### src/rtl/fetch_seq_pkg.sv
// Shared encodings for the fetch/execute sequencer: FSM states, jump types
// and the default reset PC.
package fetch_seq_pkg;

    typedef enum logic [1:0] {
        S_FETCH = 2'b00,
        S_EXEC  = 2'b01,
        S_HALT  = 2'b10
    } state_t;

    localparam logic [1:0] JMP_SEQ = 2'b00;
    localparam logic [1:0] JMP_BEQ = 2'b01;
    localparam logic [1:0] JMP_J   = 2'b10;
    localparam logic [1:0] JMP_JR  = 2'b11;

    localparam logic [31:0] RESET_PC_DEFAULT = 32'h0000_3000;

endpackage

### src/rtl/fetch_seq_next_pc_sel.sv
// Combinational next-PC selection from the jump type and offset that the
// datapath returns when it finishes an instruction.
module next_pc_sel
    import fetch_seq_pkg::*;
(
    input  logic [31:0] pc,
    input  logic [1:0]  jmp_type,
    input  logic [31:0] imm_addr_offset,
    input  logic [31:0] jr_target,
    output logic [31:0] next_pc
);

    logic [31:0] pc_plus4;
    logic [31:0] branch_disp;

    assign pc_plus4    = pc + 32'd4;
    // Word offset shifted to bytes, then sign-extended from bit 17.
    assign branch_disp = {{14{imm_addr_offset[15]}}, imm_addr_offset[15:0], 2'b00};

    always_comb begin
        next_pc = pc_plus4;
        case (jmp_type)
            JMP_SEQ: next_pc = pc_plus4;
            JMP_BEQ: next_pc = pc_plus4 + branch_disp;
            JMP_J:   next_pc = {pc[31:28], imm_addr_offset[25:0], 2'b00};
            JMP_JR:  next_pc = jr_target;
            default: next_pc = pc_plus4;
        endcase
    end

endmodule

### src/rtl/fetch_seq.sv
// Multi-cycle fetch/execute sequencer: sole owner of the PC, fetches over a
// req/ack handshake, holds ir during execution, then commits the next PC.
module fetch_seq
    import fetch_seq_pkg::*;
#(
    parameter logic [31:0] RESET_PC = RESET_PC_DEFAULT
) (
    input  logic        clk,
    input  logic        rst,
    output logic        imem_req,
    output logic [31:0] imem_addr,
    input  logic        imem_ack,
    input  logic [31:0] imem_rdata,
    output logic [31:0] ir,
    output logic        ir_valid,
    input  logic        ex_done,
    input  logic [1:0]  jmp_type,
    input  logic [31:0] imm_addr_offset,
    input  logic [31:0] jr_target,
    input  logic        halt,
    output logic [31:0] pc,
    output logic        fault,
    output logic [31:0] retired
);

    state_t      state;
    state_t      state_next;
    logic [31:0] next_pc;
    logic        misaligned;
    logic        fetch_fire;
    logic        exec_fire;

    next_pc_sel u_next_pc_sel (
        .pc              (pc),
        .jmp_type        (jmp_type),
        .imm_addr_offset (imm_addr_offset),
        .jr_target       (jr_target),
        .next_pc         (next_pc)
    );

    assign imem_addr = pc;

    // A misaligned PC is caught before any request goes out, so imem_req is
    // also gated by the alignment check and by reset.
    always_comb begin
        state_next = state;
        misaligned = 1'b0;
        fetch_fire = 1'b0;
        exec_fire  = 1'b0;
        case (state)
            S_FETCH: begin
                if (pc[1:0] != 2'b00) begin
                    misaligned = 1'b1;
                    state_next = S_HALT;
                end else if (imem_ack) begin
                    fetch_fire = 1'b1;
                    state_next = S_EXEC;
                end
            end
            S_EXEC: begin
                if (ex_done) begin
                    exec_fire  = 1'b1;
                    state_next = halt ? S_HALT : S_FETCH;
                end
            end
            S_HALT:  state_next = S_HALT;
            default: state_next = S_HALT;
        endcase
        imem_req = (state == S_FETCH) && !fault && !misaligned && !rst;
    end

    always_ff @(posedge clk) begin
        if (rst) begin
            state    <= S_FETCH;
            pc       <= RESET_PC;
            ir       <= 32'h0;
            ir_valid <= 1'b0;
            fault    <= 1'b0;
            retired  <= 32'h0;
        end else begin
            state <= state_next;
            if (misaligned) begin
                fault <= 1'b1;
            end
            if (fetch_fire) begin
                ir       <= imem_rdata;
                ir_valid <= 1'b1;
            end
            if (exec_fire) begin
                pc      <= next_pc;
                retired <= retired + 32'd1;
            end
            if (exec_fire || state_next == S_HALT) begin
                ir_valid <= 1'b0;
            end
        end
    end

endmodule

### config.mk
export PLATFORM = sky130hd
export DESIGN_NAME = fetch_seq
export DESIGN_NICKNAME = d
export VERILOG_FILES = /design/src/rtl/fetch_seq_pkg.sv /design/src/rtl/fetch_seq_next_pc_sel.sv /design/src/rtl/fetch_seq.sv
export SDC_FILE = /design/constraint.sdc
export NUM_CORES = 1
export LEC_CHECK = 0
export ABC_AREA = 1
export BUFFER_PORTS_ARGS = -buffer_cell sky130_fd_sc_hd__buf_2
export CAP_MARGIN = 20
export CORE_MARGIN = 1
export CORE_UTILIZATION = 30
export CTS_CLUSTER_SIZE = 8
export DETAILED_ROUTE_END_ITERATION = 10
export PLACE_DENSITY = 0.52
export SETUP_SLACK_MARGIN = 0.3
export SLEW_MARGIN = 20
export SYNTH_ARGS = -nofsm -noshare
export SYNTH_HDL_FRONTEND = slang
export SYNTH_SLANG_ARGS = --single-unit
### constraint.sdc
create_clock -name clk -period 6.19 [get_ports clk]
set_clock_uncertainty 0.1 [all_clocks]
set_input_delay 0 -clock clk [delete_from_list [all_inputs] [get_ports clk]]
set_output_delay 0 -clock clk [all_outputs]
set_load 0.01 [all_outputs]
==> results.md <==
- Io pins: 234
- GRT Util Overall: 20.4%
- Detailed-route DRC error count: 0
- Synth unique cells: 47
- Cells along the critical path: ha_1 -> nand2_1 -> nor2_4 -> nand2_2 -> nor2_4 -> nand2_2 -> clkinv_2 -> nand4_2 -> nor2_1 -> nand2_1 -> nand2_1 -> inv_1 -> ha_1 -> a21oi_1 -> o21ai_0 -> a21oi_1 -> nor2_1 -> nor2_1 -> nand2_1 -> nand2_1 -> nand3_1 -> a21oi_1
- Layout area overhead: 28.5%
- Die footprint: 25700 µm²
- Nets@finish: 1568
- Clock-pin slew on the worst setup and hold paths: 0.08 ns
- Iteration-0 DRC count of the detailed router: 538
- Starting Density: 30.7%
- Most common cell type on the critical path: nand2_1
- Post-synth EDFFs: 0
- Worst Hold Class: in2reg
- Status: finished, violations left
- Bufs on Longest Clock Path: 2
- DR pass1 iterations: 8
- Critical path data arrival time: 3.75 ns
- Post-synth top area share: 26.7%
- Ys Warns: 0
- Synth Net Count: 1326
- Seq/Total Area, Yosys: 26.7%
- Startpoint types: flop
- Setup TNS: 0 ns
- CP peak stage delay: 0.42 ns
- Static leakage: 4.73 nW
- Worst skew pair latency: 0.35 ns
- Hold Slack: -0.00960 ns
- Worst slew pin tran: 0.972 ns
- Root Buffer: clkbuf_16
- Antenna violations before repair: 0
- VDD IR max: 0.123 mV
- Worst Path Buf+Inv: 2
- ANT nets after route: 0
- Netlist Area Pre-Place: 7510 µm²
- Top cells by area, synth: dfxtp_1, nand2_1, inv_1, a21oi_1, nor2_1
- Top-count cell post-synth: nand2_1
- Max_cap viols: 0
- Max Slew Vio Count: 0
- Finished Core Util: 39.4%
- CP Class: reg2reg
- Vias/cell: 4.77
- Failing checks: negative hold slack
- Critical path's slowest cell: dfxtp_1
- Worst path required time: 6.37 ns
- Top cells by count, synth: nand2_1, inv_1, nor2_1, a21oi_1, dfxtp_1
- # setup viols final: 0
- Worst slew margin: 34.8%
- CP max FO: 5
- Die width: 160 µm
- Multi-input gate area: 4510 µm²
- Power Total: 1.69 mW
- CTS tree: yes
- Antenna fix cells: 0
- Final wirelength: 26400 µm
- Largest net degree at the start of global routing: 67
- Dpl hpwl: 20700 µm
- Post-CTS Resized: 0
- Share of cells above drive strength 1: 20.2%
- RSZ-0062 raised after global routing: no
- Most used flip-flop cell after synthesis: dfxtp_1
- Grt total ovfl: 0
- Layout fillers: 2669
- Vias: 8383
- Vias in the first global route: 7872
- Syn_area_per_cell: 6.33 µm²
- Largest area contributor in the netlist: dfxtp_1
- Number of CTS-inserted buffers: 9
- IO Port Bufs: 227
- Core Footprint: 24500 µm²
- Final period utilization: 57.6%
- #FFs+latches synth: 100
- Final Critical Period: 3.56 ns
- First-pass GRT wire length: 41200 µm
- Clock sinks: 100
- Chip height: 160 µm
- CP Capture Type: flop
- FF+latch area: 2000 µm²
- Row cnt: 57
- Asr flop ratio synth: 0%
- Post-Syn Instances: 1187
- PD cells: 175 nW/µm²
- Wire per inst: 15.0 µm
- Critical path's top delay family: simple AND/OR/NAND/NOR gates
- RD Place Congestion: 0.927
- Max Fclk: 0.281 GHz
- Final Hold Fails: 2
- H-tree Lvls: 3
per-layer routing:
layer,vias to the layer above,routed length [µm],GRT usage [%]
met5,-,0,0
met4,0,413,4.68
met3,30,1460,3.58
met2,241,12200,34.2
met1,3773,12300,27.1
li1,4339,-,-
kinds of logic (layout without fill, tap and decap cells):
kind of cell / after synthesis / after routing / share of synthesized area (%)
fa+ha+maj: 36 / 36 / 6.10
compound gates: 252 / 252 / 18.9
flops: 100 / 100 / 26.7
buf+inv: 236 / 483 / 13.5
xor+xnor: 30 / 30 / 3.60
simple gates: 533 / 533 / 31.3
registers in the layout, indices dropped and copies added, names as in the netlist:
register	count
fault	1
imem_addr	32
ir	32
ir_valid	1
retired	32
state	2
worst reg2reg max path, cell delays in order, from the launching register on:
cell and delay, ns:
dfxtp_1 0.42, ha_1 0.21, nand2_1 0.11, nor2_4 0.18
nand2_2 0.13, nor2_4 0.13, nand2_2 0.08, clkinv_2 0.11
nand4_2 0.13, nor2_1 0.13, nand2_1 0.06, nand2_1 0.12
inv_1 0.07, ha_1 0.32, a21oi_1 0.20, o21ai_0 0.15
a21oi_1 0.26, nor2_1 0.08, nor2_1 0.13, nand2_1 0.07
nand2_1 0.05, nand3_1 0.10, a21oi_1 0.14
worst paths after layout:
kind	from	slack [ns]	depth (start not counted)	end
worst max-delay path	imem_addr[3]$_SDFFE_PP0P_	2.63	22	imem_addr[29]$_SDFFE_PP0P_
worst min-delay path	imm_addr_offset[16]	-0.01	5	imem_addr[18]$_SDFFE_PP0P_
worst max register to register	imem_addr[3]$_SDFFE_PP0P_	2.63	22	imem_addr[29]$_SDFFE_PP0P_
worst min register to register	ir[21]$_SDFFE_PP0P_	0.34	2	ir[21]$_SDFFE_PP0P_
report_power, final:
group / switching [mW] / total [mW] / internal (mW)
logic: 0.243 / 0.406 / 0.162
clock network: 0.289 / 0.577 / 0.288
registers: 0.0292 / 0.705 / 0.675
total: 0.561 / 1.69 / 1.13
cell type report:
cell class,instances,share of cell area [%]
clock inverters,7,0.804
clock buffers,9,2.33
flip-flops and latches,100,20.7
repair buffers,292,18.4
well taps,324,4.20
inverters,175,6.83
multi-input cells,851,46.7
per-stage QoR:
step	setup slack (ns)	hold slack (ns)	instance area (µm²)	std cells
floorplan	3.25	0.0664	7510	1187
global placement	2.71	0.163	8740	1682
detailed placement	2.69	0.169	8740	1682
CTS	2.65	0.00226	9640	1758
global route	2.28	0.000351	9650	1758
finish	2.63	-0.00960	9650	1758
timing repair:
item	CTS	global route
hold buffers	60	0
hold endpoints to repair	52	0
setup buffers	0	0
layout by cell type, fill, tap and decap left out, types with 4 or more instances in the layout:
cell type / n
a221oi_1: 13
o211ai_1: 6
o21a_1: 7
xor2_1: 20
o22ai_1: 6
buf_2: 227
nand3_1: 58
dfxtp_1: 100
a21oi_1: 109
nand2_2: 6
nor2_2: 6
clkbuf_16: 9
nor3_1: 25
nand4_1: 16
a31oi_1: 4
or2_2: 4
o21bai_1: 11
nor2_1: 117
clkinv_1: 5
o21ai_0: 84
xnor2_1: 9
nand2_1: 275
ha_1: 35
buf_4: 5
nor2_4: 9
inv_1: 165
dlygate4sd3_1: 60
(Power assumes the default switching activity.)
